===== config.mk =====
export PLATFORM = sky130hd
export DESIGN_NAME = tt_um_algofoogle_ctrcheck
export DESIGN_NICKNAME = d
export VERILOG_FILES = /design/src/rtl/tt_um_algofoogle_ctrcheck.sv
export SDC_FILE = /design/constraint.sdc
export NUM_CORES = 1
export LEC_CHECK = 0
export ABC_AREA = 1
export BUFFER_PORTS_ARGS = -buffer_cell sky130_fd_sc_hd__buf_4
export CAP_MARGIN = 10
export CORE_MARGIN = 2
export CORE_UTILIZATION = 45
export CTS_CLUSTER_DIAMETER = 40
export CTS_CLUSTER_SIZE = 40
export DETAILED_ROUTE_END_ITERATION = 10
export PLACE_DENSITY = 0.75
export SLEW_MARGIN = 20
export SYNTH_ARGS = -nofsm -noshare
export SYNTH_HDL_FRONTEND = slang
export SYNTH_SLANG_ARGS = --single-unit

===== constraint.sdc =====
create_clock -name clk -period 2.6 [get_ports clk]
set_input_delay 0.39 -clock clk [delete_from_list [all_inputs] [get_ports clk]]
set_output_delay 0.39 -clock clk [all_outputs]
set_load 0.01 [all_outputs]

===== src/rtl/tt_um_algofoogle_ctrcheck.sv =====
// ============================================================================
//  Module      : tt_um_algofoogle_ctrcheck
//  Description : Counter-sequence checker. Samples a 4-bit nibble every cycle,
//                predicts the next value (+1 or -1 mod 16), hunts for four
//                consecutive valid steps to lock, then flags and counts any
//                mismatches seen while locked.
//  Options     : CTRCHECK_WIDE_ERR_EN - 16-bit error counter, byte selected
//                onto uo_out by ui_in[4]. Undefined: 8-bit counter.
//  Revision    : 1.0 - initial release
// ============================================================================
`default_nettype none

module tt_um_algofoogle_ctrcheck (
    input  logic       clk,
    input  logic       rst_n,
    input  logic [7:0] ui_in,
    output logic [7:0] uo_out,
    input  logic [7:0] uio_in,
    output logic [7:0] uio_out,
    output logic [7:0] uio_oe,
    input  logic       ena
);

`ifdef CTRCHECK_WIDE_ERR_EN
    localparam int ERR_W = 16;
`else
    localparam int ERR_W = 8;
`endif

    typedef enum logic [1:0] {
        ST_IDLE    = 2'd0,
        ST_HUNT    = 2'd1,
        ST_LOCKED  = 2'd2,
        ST_ILLEGAL = 2'd3
    } state_t;

    state_t             r_state;
    state_t             w_state_nxt;
    logic [1:0]         r_run;
    logic [1:0]         w_run_nxt;
    logic [3:0]         r_sq;
    logic [3:0]         r_prev;
    logic               r_dir;
    logic               r_mismatch;
    logic               w_mismatch_nxt;
    logic [ERR_W-1:0]   r_err;
    logic               w_err_inc;

    logic               w_chk_en;
    logic               w_err_clr;
    logic [3:0]         w_pred;
    logic               w_match;
    logic [3:0]         w_exp_out;

    assign w_chk_en  = ui_in[7];
    assign w_err_clr = ui_in[5];

    // The direction travels with its sample so a dir change applies to the
    // very next compare; the reference is always the real previous sample.
    assign w_pred  = r_dir ? (r_prev - 4'd1) : (r_prev + 4'd1);
    assign w_match = (r_sq == w_pred);

    // Sample pipeline: nibble, its direction, and the previous sample.
    always_ff @(posedge clk or negedge rst_n) begin
        if (!rst_n) begin
            r_sq   <= 4'd0;
            r_prev <= 4'd0;
            r_dir  <= 1'b0;
        end else begin
            r_sq   <= ui_in[3:0];
            r_prev <= r_sq;
            r_dir  <= ui_in[6];
        end
    end

    // State, run counter and registered mismatch pulse.
    always_ff @(posedge clk or negedge rst_n) begin
        if (!rst_n) begin
            r_state    <= ST_IDLE;
            r_run      <= 2'd0;
            r_mismatch <= 1'b0;
        end else begin
            r_state    <= w_state_nxt;
            r_run      <= w_run_nxt;
            r_mismatch <= w_mismatch_nxt;
        end
    end

    // Next-state logic: hunt for four good steps, then watch for a break.
    always_comb begin
        w_state_nxt    = r_state;
        w_run_nxt      = r_run;
        w_mismatch_nxt = 1'b0;
        w_err_inc      = 1'b0;
        if (!w_chk_en) begin
            w_state_nxt = ST_IDLE;
            w_run_nxt   = 2'd0;
        end else begin
            case (r_state)
                ST_IDLE: begin
                    w_state_nxt = ST_HUNT;
                    w_run_nxt   = 2'd0;
                end
                ST_HUNT: begin
                    if (w_match) begin
                        if (r_run == 2'd3) begin
                            w_state_nxt = ST_LOCKED;
                            w_run_nxt   = 2'd0;
                        end else begin
                            w_run_nxt = r_run + 2'd1;
                        end
                    end else begin
                        w_run_nxt = 2'd0;
                    end
                end
                ST_LOCKED: begin
                    if (!w_match) begin
                        w_mismatch_nxt = 1'b1;
                        w_err_inc      = 1'b1;
                        w_state_nxt    = ST_HUNT;
                        w_run_nxt      = 2'd0;
                    end
                end
                default: begin
                    w_state_nxt = ST_IDLE;
                    w_run_nxt   = 2'd0;
                end
            endcase
        end
    end

    // Saturating error counter; clear takes priority over an increment.
    always_ff @(posedge clk or negedge rst_n) begin
        if (!rst_n) begin
            r_err <= '0;
        end else if (w_err_clr) begin
            r_err <= '0;
        end else if (w_err_inc && (r_err != {ERR_W{1'b1}})) begin
            r_err <= r_err + ERR_W'(1);
        end
    end

    // Value the next sample will be checked against; blank while idle so the
    // status port reads zero in and right after reset.
    assign w_exp_out = (r_state == ST_IDLE) ? 4'd0 :
                       (ui_in[6] ? (r_sq - 4'd1) : (r_sq + 4'd1));

`ifdef CTRCHECK_WIDE_ERR_EN
    assign uo_out = ui_in[4] ? r_err[15:8] : r_err[7:0];
    logic w_unused;
    assign w_unused = &{1'b0, uio_in, ena};
`else
    assign uo_out = r_err;
    logic w_unused;
    assign w_unused = &{1'b0, uio_in, ena, ui_in[4]};
`endif

    assign uio_out = {r_state, (r_state == ST_LOCKED), r_mismatch, w_exp_out};
    assign uio_oe  = 8'hFF;

endmodule

`default_nettype wire


==> results.yml <==
min_path:
  hold_path_startpoint: "ui_in[3]"
  hold_path_end: "r_sq[3]"
  holdCritPathClass: "in2reg"
  holdPathStages: 1
global_route:
  grt_usage_pct: 16.22
  grt_antenna_before_repair: 0
  grt_pass1_wl_um: 4298
  overflow: 0
  grt_start_max_net_pins: 23
  grt_pass1_vias: 967
clocking:
  post_cts_buffers: 0
  numCtsBuffers: 3
  clkLatencyLatePin_ns: 0.30
  cts_num_sinks: 22
  cts_tree: "done"
  clock_path_buffers: 2
  root_buffer: "clkbuf_4"
  clkSlewWorstSetupHoldPaths_ns: 0.12
  htree_levels: 1
worst_setup_path:
  critPathLaunchType: "flop"
  crit_fanout: 4
  cp_data_required_time_ns: 2.21
  reg2reg_depth: 10
  end_kind: "primary output"
  arrival_ns: 1.75
  criticalPathCategory: "reg2out"
  r2r_setup_slack_ns: 0.59
  reg2reg_to: "uo_out[3]"
  r2r_start: "r_prev[0]"
die:
  die_height_um: 59.48
  core_um2: 2978
  io_pins: 43
  die_x_um: 59.48
  rows: 20
  start_util_pct: 46.51
  dieArea_um2: 3538
yosys:
  syn_area_per_cell_um2: 8.100
  synth-async-reset-ratio_pct: 100.0
  dominantRegCellSynth: "dfrtp_1"
  ys_warn_count: 0
  ys_seq_area_share_pct: 39.75
  ys_ff_latch: 22
  ys_types: 26
  ys_top_cells_by_area: "dfrtp_1, nand2_1, nand3_1"
  synth_top_area_share_pct: 39.75
  syn_inst: 171
  synth_edf_count: 0
  syn_area_um2: 1385
  yosys.area.top_type: "dfrtp_1"
pwr:
  p_int_uw: 594.3
  power.switching_uw: 306.5
  power_density_nw_per_um2: 560.7
  pwr-share-comb_pct: 33.7
  swShare_pct: 34.03
  peakVddDrop_uv: 234.3
  leakagePower_uw: 0.0008954
  seqPwrFrac_pct: 45.6
  pwr-share-clk_pct: 20.8
cells_and_area:
  final_core_util_pct: 53.95
  stdcell_area_um2: 1607
  fin_nets: 225
  layout_common_cells: "nand2_1, buf_4, dfrtp_1, nand3_1"
  diodes: 0
  syn2layout_area_growth_pct: 15.99
  drive_gt1_share_pct: 20.81
  layout.cells.non_filler: 230
  final_common_cell: "nand2_1"
placed_design:
  placed_cell_area_um2: 1560
  globalplace.congestion: 0.8069
  dp_cells: 225
  numPortBuffers: 24
  hpwl_um: 1830
sta:
  setup_tns_ns: 0
  finalCritPeriodShare_pct: 82.34
  finalHoldViolations: 0
  slew_viol_final: 0
  rsz0062_at_grt: "no"
  fin_skew_ns: 0.001934
  setup_viol: 0
  fin_crit_ns: 2.141
  fmax_ghz: 0.4671
run_status:
  status: "finished clean"
route:
  drtPass1Iterations: 4
  vias: 1073
  wirelength_um: 2385
  drc: 0
  antenna_left: 0
  via_per_inst: 4.665
  drtIter0Drc: 28
  wl_per_cell_um: 10.37
job:
  max_cap_violations: 0
## timing repair
action / CTS / global route
resized for setup: 0 / 0
hold endpoints to repair: 22 / 0
hold buffers: 1 / 0
## worst max path at each step
| stage | from | end | slack [ns] | depth (start not counted) |
|---|---|---|---|---|
| 6_report | r_sq[1] | uio_out[3] | 0.46 | 6 |
| 5_1_grt | r_sq[1] | uio_out[3] | 0.33 | 6 |
| 4_1_cts | r_sq[1] | uio_out[3] | 0.44 | 6 |
| 3_5_place_dp | r_prev[0] | uo_out[3] | 0.60 | 10 |
| 3_3_place_gp | r_prev[0] | uo_out[1] | 0.62 | 10 |
| 2_1_floorplan | r_prev[0] | uo_out[0] | 0.78 | 10 |
## power by group through the flow
stage,clock network (uW),registers (uW),logic (uW)
floorplan,0,421,186
global placement,0,418,303
detailed placement,0,418,305
CTS,200,411,307
global route,211,417,347
finish,187,410,303
## state kept, by name, summed over array words and instances (netlist names)
name        flops
r_state         2
uo_out          8
r_sq            4
r_prev          4
r_run           2
r_dir           1
r_mismatch      1
## worst max-delay path: stages (launching register included)
cell and delay (ns):
dfrtp_1 0.46, ha_1 0.29, a21o_1 0.18, a21oi_1 0.15, xor2_1 0.17, nor2_1 0.05
buf_4 0.15
## synthesized netlist by cell type (2+ instances only)
| cell | number |
|---|---|
| buf_4 | 9 |
| o21ai_0 | 2 |
| nand2_4 | 2 |
| inv_2 | 3 |
| ha_1 | 6 |
| nand4_1 | 3 |
| nand3_2 | 2 |
| nand3_1 | 18 |
| xnor2_1 | 2 |
| nand2_2 | 2 |
| a21oi_1 | 3 |
| xor2_1 | 8 |
| nor2_1 | 17 |
| nand2_1 | 44 |
| dfrtp_1 | 22 |
| fa_1 | 2 |
| inv_1 | 17 |
## per-layer routing
layer  vias up  share of wire (%)  GRT usage [%]
met5         -                  0              0
met4         0               0.71          5.844
met3         2                4.2          3.275
met2        23                 46          25.75
met1       472                 49          21.93
li1        576                  -              -
## kinds of logic after synthesis
family | synth area share [%]
compound gates | 2.981
xor+xnor | 6.324
fa+ha+maj | 8.311
buf+inv | 10.93
flops | 39.75
other cells | 0.2707
simple gates | 31.44
## area by class of cell
| cell class | instances | area, um2 |
|---|---|---|
| multi-input combinational | 125 | 709.4 |
| fill | 300 | 1371 |
| sequential | 22 | 550.5 |
| inverter | 21 | 78.83 |
| clock buffer | 4 | 36.28 |
| timing repair buffer | 25 | 190.2 |
| tap | 33 | 41.29 |
## through the flow
stage | power, uW | hold WS, ns | setup slack (ns)
after CTS | 918.7 | 0.1644 | 0.4376
after global placement | 720.6 | 0.2948 | 0.6244
final | 900.9 | 0.1821 | 0.4592
after detailed placement | 722.7 | 0.2971 | 0.6016
after global routing | 975.1 | 0.1468 | 0.3271
after floorplan | 607.0 | 0.09441 | 0.7827
Note: power is estimated with default switching activity, not from simulation.
